### src/rtl/cpu_pkg.sv
// Shared CPU pipeline definitions: ALU and branch encodings, default widths,
// and the packed control bundle that travels from ID into EX.
package cpu_pkg;

  localparam int DATA_W = 32;
  localparam int REG_AW = 5;

  localparam logic [3:0] ALU_ADD = 4'b0000;
  localparam logic [3:0] ALU_SUB = 4'b0010;
  localparam logic [3:0] ALU_AND = 4'b0100;
  localparam logic [3:0] ALU_OR  = 4'b0101;
  localparam logic [3:0] ALU_XOR = 4'b0110;

  localparam logic [1:0] BR_JMP = 2'b00;
  localparam logic [1:0] BR_BEZ = 2'b01;
  localparam logic [1:0] BR_BNE = 2'b10;

  typedef struct packed {
    logic [3:0] alu_cmd;
    logic       mem_read;
    logic       mem_write;
    logic       wb_en;
    logic       is_imm;
    logic [1:0] branch_type;
  } ctrl_t;

  // A bubble has no side effects: no memory access, no write-back.
  localparam ctrl_t CTRL_BUBBLE = '0;

endpackage

### src/rtl/id_ex_stage_reg_if.sv
// ID/EX boundary bundle.
//   master : upstream side (drives ID fields, freeze/flush, MEM write-back info)
//   slave  : the ID/EX stage register (drives EX fields, hazard_stall, stall_cnt)
interface id_ex_stage_reg_if #(
  parameter int DATA_W = cpu_pkg::DATA_W,
  parameter int REG_AW = cpu_pkg::REG_AW,
  parameter int CNT_W  = 16
);
  logic              freeze;
  logic              flush;
  logic              id_valid;
  logic [3:0]        id_alu_cmd;
  logic              id_mem_read;
  logic              id_mem_write;
  logic              id_wb_en;
  logic              id_is_imm;
  logic [1:0]        id_branch_type;
  logic [DATA_W-1:0] id_pc;
  logic [DATA_W-1:0] id_val1;
  logic [DATA_W-1:0] id_val2;
  logic [DATA_W-1:0] id_imm;
  logic [REG_AW-1:0] id_src1;
  logic [REG_AW-1:0] id_src2;
  logic [REG_AW-1:0] id_dest;
  logic              mem_wb_en;
  logic [REG_AW-1:0] mem_dest;

  logic              ex_valid;
  logic [3:0]        ex_alu_cmd;
  logic              ex_mem_read;
  logic              ex_mem_write;
  logic              ex_wb_en;
  logic              ex_is_imm;
  logic [1:0]        ex_branch_type;
  logic [DATA_W-1:0] ex_pc;
  logic [DATA_W-1:0] ex_val1;
  logic [DATA_W-1:0] ex_val2;
  logic [DATA_W-1:0] ex_imm;
  logic [REG_AW-1:0] ex_src1;
  logic [REG_AW-1:0] ex_src2;
  logic [REG_AW-1:0] ex_dest;
  logic              hazard_stall;
  logic [CNT_W-1:0]  stall_cnt;

  modport master (
    output freeze, flush, id_valid, id_alu_cmd, id_mem_read, id_mem_write,
           id_wb_en, id_is_imm, id_branch_type, id_pc, id_val1, id_val2,
           id_imm, id_src1, id_src2, id_dest, mem_wb_en, mem_dest,
    input  ex_valid, ex_alu_cmd, ex_mem_read, ex_mem_write, ex_wb_en,
           ex_is_imm, ex_branch_type, ex_pc, ex_val1, ex_val2, ex_imm,
           ex_src1, ex_src2, ex_dest, hazard_stall, stall_cnt
  );

  modport slave (
    input  freeze, flush, id_valid, id_alu_cmd, id_mem_read, id_mem_write,
           id_wb_en, id_is_imm, id_branch_type, id_pc, id_val1, id_val2,
           id_imm, id_src1, id_src2, id_dest, mem_wb_en, mem_dest,
    output ex_valid, ex_alu_cmd, ex_mem_read, ex_mem_write, ex_wb_en,
           ex_is_imm, ex_branch_type, ex_pc, ex_val1, ex_val2, ex_imm,
           ex_src1, ex_src2, ex_dest, hazard_stall, stall_cnt
  );

endinterface

### src/rtl/id_ex_stage_reg_hazard_detect.sv
// Combinational read-after-write hazard detector for the ID stage.
// Ports: ID source decode inputs (i_id_*), EX-stage destination/control
// (i_ex_*), MEM-stage write-back (i_mem_*); o_hazard_stall requests a bubble.
module hazard_detect
  import cpu_pkg::*;
#(
  parameter bit FORWARD_EN = 1'b1,
  parameter int REG_AW     = cpu_pkg::REG_AW
) (
  input  logic              i_id_valid,
  input  logic              i_id_is_imm,
  input  logic              i_id_mem_read,
  input  logic [1:0]        i_id_branch_type,
  input  logic [REG_AW-1:0] i_id_src1,
  input  logic [REG_AW-1:0] i_id_src2,
  input  logic              i_ex_valid,
  input  logic              i_ex_mem_read,
  input  logic              i_ex_wb_en,
  input  logic [REG_AW-1:0] i_ex_dest,
  input  logic              i_mem_wb_en,
  input  logic [REG_AW-1:0] i_mem_dest,
  output logic              o_hazard_stall
);

  // r0 is hardwired zero, so a write to it can never be observed.
  function automatic logic reg_match(input logic [REG_AW-1:0] s,
                                     input logic [REG_AW-1:0] d);
    return (s == d) && (d != '0);
  endfunction

  logic w_src1_used;
  logic w_src2_used;
  logic w_ex_hit;
  logic w_mem_hit;
  logic w_load_use;
  logic w_any_pending;

  // Loads and immediates take operand 2 from the immediate; BEZ only tests src1.
  // Jumps are treated as using src2, which can false-stall but is harmless.
  assign w_src1_used = i_id_valid;
  assign w_src2_used = i_id_valid & ~i_id_is_imm & ~i_id_mem_read &
                       (i_id_branch_type != BR_BEZ);

  assign w_ex_hit  = (w_src1_used & reg_match(i_id_src1, i_ex_dest)) |
                     (w_src2_used & reg_match(i_id_src2, i_ex_dest));
  assign w_mem_hit = (w_src1_used & reg_match(i_id_src1, i_mem_dest)) |
                     (w_src2_used & reg_match(i_id_src2, i_mem_dest));

  assign w_load_use    = i_ex_valid & i_ex_mem_read & i_ex_wb_en & w_ex_hit;
  assign w_any_pending = (i_ex_valid & i_ex_wb_en & w_ex_hit) |
                         (i_mem_wb_en & w_mem_hit);

  // With forwarding only a load result in EX arrives too late to bypass.
  assign o_hazard_stall = FORWARD_EN ? w_load_use : w_any_pending;

endmodule

### src/rtl/id_ex_stage_reg.sv
// ID/EX pipeline register with hazard stall, branch flush, memory freeze and
// a saturating stall-cycle counter.
// Ports: clk, rst (async active-high), bus (id_ex_stage_reg_if.slave) carrying
// ID inputs, MEM write-back info, EX outputs, hazard_stall and stall_cnt.
module id_ex_stage_reg
  import cpu_pkg::*;
#(
  parameter bit FORWARD_EN = 1'b1,
  parameter int DATA_W     = cpu_pkg::DATA_W,
  parameter int REG_AW     = cpu_pkg::REG_AW,
  parameter int CNT_W      = 16
) (
  input  logic              clk,
  input  logic              rst,
  id_ex_stage_reg_if.slave  bus
);

  ctrl_t             w_id_ctrl;
  logic              w_hazard_stall;

  logic              r_valid;
  ctrl_t             r_ctrl;
  logic [DATA_W-1:0] r_pc;
  logic [DATA_W-1:0] r_val1;
  logic [DATA_W-1:0] r_val2;
  logic [DATA_W-1:0] r_imm;
  logic [REG_AW-1:0] r_src1;
  logic [REG_AW-1:0] r_src2;
  logic [REG_AW-1:0] r_dest;
  logic [CNT_W-1:0]  r_stall_cnt;

  assign w_id_ctrl = '{alu_cmd:     bus.id_alu_cmd,
                       mem_read:    bus.id_mem_read,
                       mem_write:   bus.id_mem_write,
                       wb_en:       bus.id_wb_en,
                       is_imm:      bus.id_is_imm,
                       branch_type: bus.id_branch_type};

  hazard_detect #(
    .FORWARD_EN (FORWARD_EN),
    .REG_AW     (REG_AW)
  ) u_hazard (
    .i_id_valid       (bus.id_valid),
    .i_id_is_imm      (bus.id_is_imm),
    .i_id_mem_read    (bus.id_mem_read),
    .i_id_branch_type (bus.id_branch_type),
    .i_id_src1        (bus.id_src1),
    .i_id_src2        (bus.id_src2),
    .i_ex_valid       (r_valid),
    .i_ex_mem_read    (r_ctrl.mem_read),
    .i_ex_wb_en       (r_ctrl.wb_en),
    .i_ex_dest        (r_dest),
    .i_mem_wb_en      (bus.mem_wb_en),
    .i_mem_dest       (bus.mem_dest),
    .o_hazard_stall   (w_hazard_stall)
  );

  always_ff @(posedge clk or posedge rst) begin
    if (rst) begin
      r_valid     <= 1'b0;
      r_ctrl      <= CTRL_BUBBLE;
      r_pc        <= '0;
      r_val1      <= '0;
      r_val2      <= '0;
      r_imm       <= '0;
      r_src1      <= '0;
      r_src2      <= '0;
      r_dest      <= '0;
      r_stall_cnt <= '0;
    end else if (!bus.freeze) begin
      // A stall coinciding with a flush still counts as a lost cycle.
      if (w_hazard_stall && (r_stall_cnt != {CNT_W{1'b1}}))
        r_stall_cnt <= r_stall_cnt + CNT_W'(1);
      if (bus.flush || w_hazard_stall) begin
        r_valid <= 1'b0;
        r_ctrl  <= CTRL_BUBBLE;
        r_pc    <= '0;
        r_val1  <= '0;
        r_val2  <= '0;
        r_imm   <= '0;
        r_src1  <= '0;
        r_src2  <= '0;
        r_dest  <= '0;
      end else begin
        r_valid <= bus.id_valid;
        r_ctrl  <= w_id_ctrl;
        r_pc    <= bus.id_pc;
        r_val1  <= bus.id_val1;
        r_val2  <= bus.id_val2;
        r_imm   <= bus.id_imm;
        r_src1  <= bus.id_src1;
        r_src2  <= bus.id_src2;
        r_dest  <= bus.id_dest;
      end
    end
  end

  assign bus.ex_valid       = r_valid;
  assign bus.ex_alu_cmd     = r_ctrl.alu_cmd;
  assign bus.ex_mem_read    = r_ctrl.mem_read;
  assign bus.ex_mem_write   = r_ctrl.mem_write;
  assign bus.ex_wb_en       = r_ctrl.wb_en;
  assign bus.ex_is_imm      = r_ctrl.is_imm;
  assign bus.ex_branch_type = r_ctrl.branch_type;
  assign bus.ex_pc          = r_pc;
  assign bus.ex_val1        = r_val1;
  assign bus.ex_val2        = r_val2;
  assign bus.ex_imm         = r_imm;
  assign bus.ex_src1        = r_src1;
  assign bus.ex_src2        = r_src2;
  assign bus.ex_dest        = r_dest;
  assign bus.hazard_stall   = w_hazard_stall;
  assign bus.stall_cnt      = r_stall_cnt;

endmodule

### src/flat_wrapper.sv
// flat-port wrapper written by rule: the top's interface ports become plain ports
module id_ex_stage_reg_flat import cpu_pkg::*;
#(
  parameter bit FORWARD_EN = 1'b1,
  parameter int DATA_W     = cpu_pkg::DATA_W,
  parameter int REG_AW     = cpu_pkg::REG_AW,
  parameter int CNT_W      = 16
)
  (clk, rst, bus_freeze, bus_flush, bus_id_valid, bus_id_alu_cmd, bus_id_mem_read, bus_id_mem_write, bus_id_wb_en, bus_id_is_imm, bus_id_branch_type, bus_id_pc, bus_id_val1, bus_id_val2, bus_id_imm, bus_id_src1, bus_id_src2, bus_id_dest, bus_mem_wb_en, bus_mem_dest, bus_ex_valid, bus_ex_alu_cmd, bus_ex_mem_read, bus_ex_mem_write, bus_ex_wb_en, bus_ex_is_imm, bus_ex_branch_type, bus_ex_pc, bus_ex_val1, bus_ex_val2, bus_ex_imm, bus_ex_src1, bus_ex_src2, bus_ex_dest, bus_hazard_stall, bus_stall_cnt);
  id_ex_stage_reg_if #(.DATA_W(DATA_W), .REG_AW(REG_AW), .CNT_W(CNT_W)) bus_i ();
  input  logic clk;
  input  logic rst;
  input wire logic [$bits(bus_i.freeze)-1:0] bus_freeze;
  input wire logic [$bits(bus_i.flush)-1:0] bus_flush;
  input wire logic [$bits(bus_i.id_valid)-1:0] bus_id_valid;
  input wire logic [$bits(bus_i.id_alu_cmd)-1:0] bus_id_alu_cmd;
  input wire logic [$bits(bus_i.id_mem_read)-1:0] bus_id_mem_read;
  input wire logic [$bits(bus_i.id_mem_write)-1:0] bus_id_mem_write;
  input wire logic [$bits(bus_i.id_wb_en)-1:0] bus_id_wb_en;
  input wire logic [$bits(bus_i.id_is_imm)-1:0] bus_id_is_imm;
  input wire logic [$bits(bus_i.id_branch_type)-1:0] bus_id_branch_type;
  input wire logic [$bits(bus_i.id_pc)-1:0] bus_id_pc;
  input wire logic [$bits(bus_i.id_val1)-1:0] bus_id_val1;
  input wire logic [$bits(bus_i.id_val2)-1:0] bus_id_val2;
  input wire logic [$bits(bus_i.id_imm)-1:0] bus_id_imm;
  input wire logic [$bits(bus_i.id_src1)-1:0] bus_id_src1;
  input wire logic [$bits(bus_i.id_src2)-1:0] bus_id_src2;
  input wire logic [$bits(bus_i.id_dest)-1:0] bus_id_dest;
  input wire logic [$bits(bus_i.mem_wb_en)-1:0] bus_mem_wb_en;
  input wire logic [$bits(bus_i.mem_dest)-1:0] bus_mem_dest;
  output wire logic [$bits(bus_i.ex_valid)-1:0] bus_ex_valid;
  output wire logic [$bits(bus_i.ex_alu_cmd)-1:0] bus_ex_alu_cmd;
  output wire logic [$bits(bus_i.ex_mem_read)-1:0] bus_ex_mem_read;
  output wire logic [$bits(bus_i.ex_mem_write)-1:0] bus_ex_mem_write;
  output wire logic [$bits(bus_i.ex_wb_en)-1:0] bus_ex_wb_en;
  output wire logic [$bits(bus_i.ex_is_imm)-1:0] bus_ex_is_imm;
  output wire logic [$bits(bus_i.ex_branch_type)-1:0] bus_ex_branch_type;
  output wire logic [$bits(bus_i.ex_pc)-1:0] bus_ex_pc;
  output wire logic [$bits(bus_i.ex_val1)-1:0] bus_ex_val1;
  output wire logic [$bits(bus_i.ex_val2)-1:0] bus_ex_val2;
  output wire logic [$bits(bus_i.ex_imm)-1:0] bus_ex_imm;
  output wire logic [$bits(bus_i.ex_src1)-1:0] bus_ex_src1;
  output wire logic [$bits(bus_i.ex_src2)-1:0] bus_ex_src2;
  output wire logic [$bits(bus_i.ex_dest)-1:0] bus_ex_dest;
  output wire logic [$bits(bus_i.hazard_stall)-1:0] bus_hazard_stall;
  output wire logic [$bits(bus_i.stall_cnt)-1:0] bus_stall_cnt;
  assign bus_i.freeze = bus_freeze;
  assign bus_i.flush = bus_flush;
  assign bus_i.id_valid = bus_id_valid;
  assign bus_i.id_alu_cmd = bus_id_alu_cmd;
  assign bus_i.id_mem_read = bus_id_mem_read;
  assign bus_i.id_mem_write = bus_id_mem_write;
  assign bus_i.id_wb_en = bus_id_wb_en;
  assign bus_i.id_is_imm = bus_id_is_imm;
  assign bus_i.id_branch_type = bus_id_branch_type;
  assign bus_i.id_pc = bus_id_pc;
  assign bus_i.id_val1 = bus_id_val1;
  assign bus_i.id_val2 = bus_id_val2;
  assign bus_i.id_imm = bus_id_imm;
  assign bus_i.id_src1 = bus_id_src1;
  assign bus_i.id_src2 = bus_id_src2;
  assign bus_i.id_dest = bus_id_dest;
  assign bus_i.mem_wb_en = bus_mem_wb_en;
  assign bus_i.mem_dest = bus_mem_dest;
  assign bus_ex_valid = bus_i.ex_valid;
  assign bus_ex_alu_cmd = bus_i.ex_alu_cmd;
  assign bus_ex_mem_read = bus_i.ex_mem_read;
  assign bus_ex_mem_write = bus_i.ex_mem_write;
  assign bus_ex_wb_en = bus_i.ex_wb_en;
  assign bus_ex_is_imm = bus_i.ex_is_imm;
  assign bus_ex_branch_type = bus_i.ex_branch_type;
  assign bus_ex_pc = bus_i.ex_pc;
  assign bus_ex_val1 = bus_i.ex_val1;
  assign bus_ex_val2 = bus_i.ex_val2;
  assign bus_ex_imm = bus_i.ex_imm;
  assign bus_ex_src1 = bus_i.ex_src1;
  assign bus_ex_src2 = bus_i.ex_src2;
  assign bus_ex_dest = bus_i.ex_dest;
  assign bus_hazard_stall = bus_i.hazard_stall;
  assign bus_stall_cnt = bus_i.stall_cnt;
  id_ex_stage_reg #(.FORWARD_EN(FORWARD_EN), .DATA_W(DATA_W), .REG_AW(REG_AW), .CNT_W(CNT_W)) u_core (.clk(clk), .rst(rst), .bus(bus_i));
endmodule
### config.mk
export PLATFORM = sky130hd
export DESIGN_NAME = id_ex_stage_reg_flat
export DESIGN_NICKNAME = d
export VERILOG_FILES = /design/src/rtl/cpu_pkg.sv /design/src/rtl/id_ex_stage_reg_if.sv /design/src/rtl/id_ex_stage_reg_hazard_detect.sv /design/src/rtl/id_ex_stage_reg.sv /design/src/flat_wrapper.sv
export SDC_FILE = /design/constraint.sdc
export NUM_CORES = 1
export LEC_CHECK = 0
export CAP_MARGIN = 20
export CORE_MARGIN = 5
export CORE_UTILIZATION = 39
export DETAILED_ROUTE_END_ITERATION = 7
export GPL_TIMING_DRIVEN = 0
export PLACE_DENSITY = 0.78
export RECOVER_POWER = 50
export SETUP_SLACK_MARGIN = 0.3
export SYNTH_ARGS = -nofsm -noshare
export SYNTH_HDL_FRONTEND = slang
export SYNTH_HIERARCHICAL = 1
export SYNTH_SLANG_ARGS = --single-unit
export TNS_END_PERCENT = 30
### constraint.sdc
create_clock -name clk -period 6.39 [get_ports clk]
set_input_delay 1.278 -clock clk [delete_from_list [all_inputs] [get_ports clk]]
set_output_delay 1.278 -clock clk [all_outputs]
set_load 0.02 [all_outputs]
-- Word level (Yosys, flattened, before mapping)
Index checks and enable logic that the tools add are counted.
- word-level logic and storage cells: 47
- output and inout bits: 171
- input port bits: 164
- register bits: 170
- reduce and logical (&&, ||, !) cells: 6
- bitwise logic cells: 12
- add/sub/neg operators: 1
- equal/unequal tests: 4
- multiplexer cells: 9
- operators by type and width (operator ; count):
    $mux W32 ; 4
    $add A16 B1 Y16 const B ; 1
    $ne A16 B16 Y1 const B ; 1
    $mux W5 ; 3
    $eq A5 B5 Y1 ; 2
    $mux W10 ; 1
    $and A1 B1 Y1 ; 8
    $reduce_bool A5 Y1 ; 1
    $logic_and A1 B1 Y1 ; 3
    $not A1 Y1 ; 3
    $ne A2 B1 Y1 const B ; 1
    $reduce_and A2 Y1 ; 1
    $logic_or A1 B1 Y1 ; 1
    $mux W1 ; 1
    $or A1 B1 Y1 ; 1

-- Logic depth before layout (Yosys ltp)
- depth in word-level cells: 9
- depth in mapped cells: 9

-- Cells and area by module
The synthesis kept the hierarchy.
- modules (own cells, without submodules) (module ; area an instance (um^2) ; seq. area each (um^2) ; cells each ; instances):
    id_ex_stage_reg ; 6204.7 ; 4254.1 ; 417 ; 1
    hazard_detect ; 146.4 ; 0.0 ; 19 ; 1

-- Worst setup path after synthesis
OpenSTA, ideal clock, no wires.
- kind: input-to-output
- start point: in bus_id_src1[2]
- end point: out bus_hazard_stall
- data required time: 5.112 ns
- slack: 2.827 ns
- data arrival time: 2.285 ns
- cell stages on the path: 4
- cell sequence: xor2_1 -> nor4_1 -> nand3_1 -> a21oi_1
- longest elaborated chain between the ends: 5
- ends and longest elaborated chain (what ; RTL line ; RTL):
    from (decl) ; flat_wrapper.sv:26 ; input wire logic [$bits(bus_i.id_src1)-1:0] bus_id_src1;
    $eq A5 B5 Y1 ; id_ex_stage_reg_hazard_detect.sv:28 ; return (s == d) && (d != '0);
    $logic_and A1 B1 Y1 ; id_ex_stage_reg_hazard_detect.sv:28 ;
    $and A1 B1 Y1 ; id_ex_stage_reg_hazard_detect.sv:44 ; assign w_ex_hit = (w_src1_used & reg_match(i_id_src1, i_ex_dest)) |
    $or A1 B1 Y1 ; id_ex_stage_reg_hazard_detect.sv:44 ;
    $and A1 B1 Y1 ; id_ex_stage_reg_hazard_detect.sv:49 ; assign w_load_use = i_ex_valid & i_ex_mem_read & i_ex_wb_en & w_ex_hit;
    to (decl) ; flat_wrapper.sv:45 ; output wire logic [$bits(bus_i.hazard_stall)-1:0] bus_hazard_stall;
No other way between the ends.

-- Worst setup path after layout
- start point: in bus_id_branch_type[0]
- end point: out bus_hazard_stall
- longest elaborated chain between the ends: 5
- ends and longest elaborated chain (what ; RTL line ; RTL):
    from (decl) ; flat_wrapper.sv:21 ; input wire logic [$bits(bus_i.id_branch_type)-1:0] bus_id_branch_type;
    $ne A2 B1 Y1 ; id_ex_stage_reg_hazard_detect.sv:42 ; (i_id_branch_type != BR_BEZ);
    $and A1 B1 Y1 ; id_ex_stage_reg_hazard_detect.sv:41 ; assign w_src2_used = i_id_valid & ~i_id_is_imm & ~i_id_mem_read &
    $and A1 B1 Y1 ; id_ex_stage_reg_hazard_detect.sv:45 ; (w_src2_used & reg_match(i_id_src2, i_ex_dest));
    $or A1 B1 Y1 ; id_ex_stage_reg_hazard_detect.sv:44 ;
    $and A1 B1 Y1 ; id_ex_stage_reg_hazard_detect.sv:49 ;
No other way between the ends.

==> metrics.txt <==
drc violations 0; ys flop type dfrtp_1; number of synthesized flops with an enable pin 0; Register Area 4250 um2; Yosys Warn Count 6; ant diodes 0; setup repair after global routing missed its margin no; Highest Clock Rate 208 MHz; I/O pin cnt 335; detailed-routed wire length on met3 2.33 mm; Routed Antenna Nets 0; cell count after synthesis 436; area of combinational cells with multiple inputs 1940 um2; outcome complete, but fails checks; share of the clock period used by the worst path after layout 75.1%; minimum period implied by the final worst setup slack 4.80 ns; Mean Syn Cell Area 14.6 um2; number of antenna violations at the first check in global routing 0; post_cts resized 0; Initial DRC Count 192; highest layer used for signal routing met4; Yosys top cell by area dfrtp_1; Fin Hold WS 0.504 ns; Power Density 261 nW/um2; number of max-cap violations 1; highest cell delay on the worst timing path 0.70 ns; Final WS setup 1.59 ns; final standard cell area without fillers 10500 um2; synth top area cells dfrtp_1 67%, a22o_1 21%, xnor2_1 2.1%, xor2_1 1.2%, buf_2 1.1%; area of the mapped netlist 6350 um2; headroom to the max-slew limit -109%; master of the slowest instance on the critical path clkdlybuf4s50_1; critical path type in -> out; count of unique library cells instantiated by Yosys 37; clock skew 0.0115 ns; effective utilization at floorplan 39.8%; count of buffer and inverter cells on the critical path 2; largest net degree at the start of global routing 101; type of the most critical hold path reg -> reg; nature of the critical path endpoint output port; Core Footprint 15900 um2; # nets final 949; sequential-to-total area share from yosys stat 67.0%; Max FO, Critical Path 5; Critical Path AT 3.52 ns; H-tree Lvls 4; CTS tree built; worst-path cell chain clkdlybuf4s50_1, nor2b_1, nor4b_1, nand4_1, a21oi_1, clkdlybuf4s50_1; DR WL met2 10.7 mm; overall routing resource usage 22.3%; critical path's most frequent cell clkdlybuf4s50_1; data required time at the worst endpoint 5.11 ns; critical register-to-register path endpoint u_core/bus.ex_alu_cmd[1]; GRT overflow 0; Finish-stage setup viols 0; end point of the most critical hold path u_core/bus.ex_imm[10]; Post-synth ARST share 100%; area share of the largest cell type after synthesis 67.0%; Post-DP HPWL 16.6 mm; die boundary width 138 um; reg-to-reg slack, setup 3.73 ns; violations in the final reports capacitance limit, slew limit; maximum count of clock buffers along a single path 2; met1 wire length 7.99 mm; DR WL/cell 21.3 um; cell family with the largest share of critical-path delay buffers and inverters; count of cells along the worst hold path 1; via count of the routed design 5268; clock transition at the registers of the reported paths 0.07 ns; final weighted congestion in routability-driven placement 0.865; average vias per placed instance 5.20; fraction of final layout cells sized beyond drive strength 1 6.78%; flip-flop and latch count after synthesis 170; Worst Tran Pin Value 3.12 ns; wire length of the first global-routing pass 32.3 mm; cts-stage hold buffer count 0; number of post-CTS setup repair buffers 0; Final Max Slew Viols 71; TritonCTS buffer count 17; number of iterations in the first detailed-routing pass 4; Core Rows 46; element type at the critical path start primary input; worst vdd ir 0.000164 V; placed instance area 9940 um2; most common cell after layout, fill and taps aside clkdlybuf4s50_1; path depth of the worst reg2reg path 8; full die area 18900 um2; most frequent cells in the layout 242 x clkdlybuf4s50_1, 170 x dfrtp_1, 154 x a22o_1; wirelength, routed 21.6 mm; root cell of the clock tree clkbuf_16; Post-Place Worst Slack 1.67 ns; vias in the first global route 5781; final number of hold-violating endpoints 0; HP Start u_core/bus.ex_imm[10]; static leakage 4.77 nW; clock tree sinks 170; total of buffers placed on input and output ports 328; Synth Net Count 601; latest clock arrival within the worst-skew pair 0.42 ns; die height 138 um; count of fill cells added during filler insertion 1183; growth of design area from synthesis to finish 65.9%; startpoint of the worst-slack reg-to-reg timing path u_core/bus.ex_dest[2]
layout make-up:
class,instances,area share [%]
Sequential cell,170,40.4
Clock inverter,13,1.59
Tap cell,216,2.57
Buffer,34,1.38
Multi-Input combinational cell,230,18.5
Inverter,2,0.0831
Clock buffer,19,4.11
Timing Repair Buffer,329,31.4
layer usage:
layer / vias to the layer above / GRT usage, %
met5: - / 0
met4: 0 / 8.26
met3: 43 / 8.73
met2: 243 / 38.4
met1: 2599 / 25.1
li1: 2383 / -
kinds of logic after synthesis:
family | after synthesis | synth area share, %
AOI/OAI and AO/OA | 167 | 23.2
xor gates and xnor gates | 24 | 3.31
adders and majority gates | 1 | 0.197
buffers and inverters | 36 | 2.40
DFF | 170 | 67.0
muxes | 1 | 0.177
and+or+nand+nor | 37 | 3.70
cell usage after synthesis, types with 4 or more instances:
| cell | number |
|---|---|
| nand2_1 | 5 |
| dfrtp_1 | 170 |
| clkbuf_1 | 16 |
| a22o_1 | 154 |
| xnor2_1 | 15 |
| xor2_1 | 9 |
| buf_1 | 4 |
| nor3_1 | 5 |
| nand4_1 | 6 |
| buf_2 | 14 |
power by group:
group	switching (mW)	internal (mW)	total (mW)
sequential	0.0475	1.15	1.20
clock	0.433	0.619	1.05
combinational	0.236	0.262	0.499
through the flow:
| step | power, mW | util, % | setup TNS [ns] | std cells |
|---|---|---|---|---|
| after CTS | 2.80 | 66.1 | 0 | 1013 |
| final | 2.75 | 66.1 | 0 | 1013 |
| after floorplan | 1.42 | - | 0 | 436 |
| after global routing | 2.86 | 66.1 | 0 | 1013 |
| after detailed placement | 1.74 | 62.3 | 0 | 981 |
| after global placement | 1.72 | 62.1 | -237.30 | 980 |
how the worst max path moves through the flow:
stage | startpoint | to | slack, ns | cells after the start
finish | bus_id_branch_type[0] | bus_hazard_stall | 1.59 | 6
global route | bus_id_branch_type[0] | bus_hazard_stall | 1.52 | 6
CTS | bus_id_branch_type[0] | bus_hazard_stall | 1.64 | 6
detailed placement | bus_id_branch_type[0] | bus_hazard_stall | 1.67 | 6
global placement | rst | u_core/bus.ex_pc[17] | -1.41 | 2
floorplan | rst | u_core/bus.ex_alu_cmd[0] | 0.51 | 1
registers in the layout, summed over array words and instances, names as in the netlist:
signal and count:
u_core/bus.ex_src1 5, u_core/bus.ex_pc 32, u_core/bus.ex_valid 1, u_core/bus.ex_val2 32, u_core/bus.ex_mem_write 1, u_core/bus.ex_mem_read 1
u_core/bus.ex_src2 5, u_core/bus.ex_alu_cmd 4, u_core/bus.ex_branch_type 2, u_core/bus.ex_dest 5, u_core/bus.ex_val1 32, u_core/bus.ex_imm 32
u_core/bus.stall_cnt 16, u_core/bus.ex_is_imm 1, u_core/bus.ex_wb_en 1
worst register-to-register path: stages (launching register included):
cell and delay (ns):
dfrtp_1 0.48, or4_1 0.53, o2111ai_1 0.19, a21oi_1 0.13
nor3_1 0.20, buf_2 0.33, buf_2 0.28, buf_2 0.29
a22o_1 0.17
No activity file was read; power rests on OpenSTA's default activity.
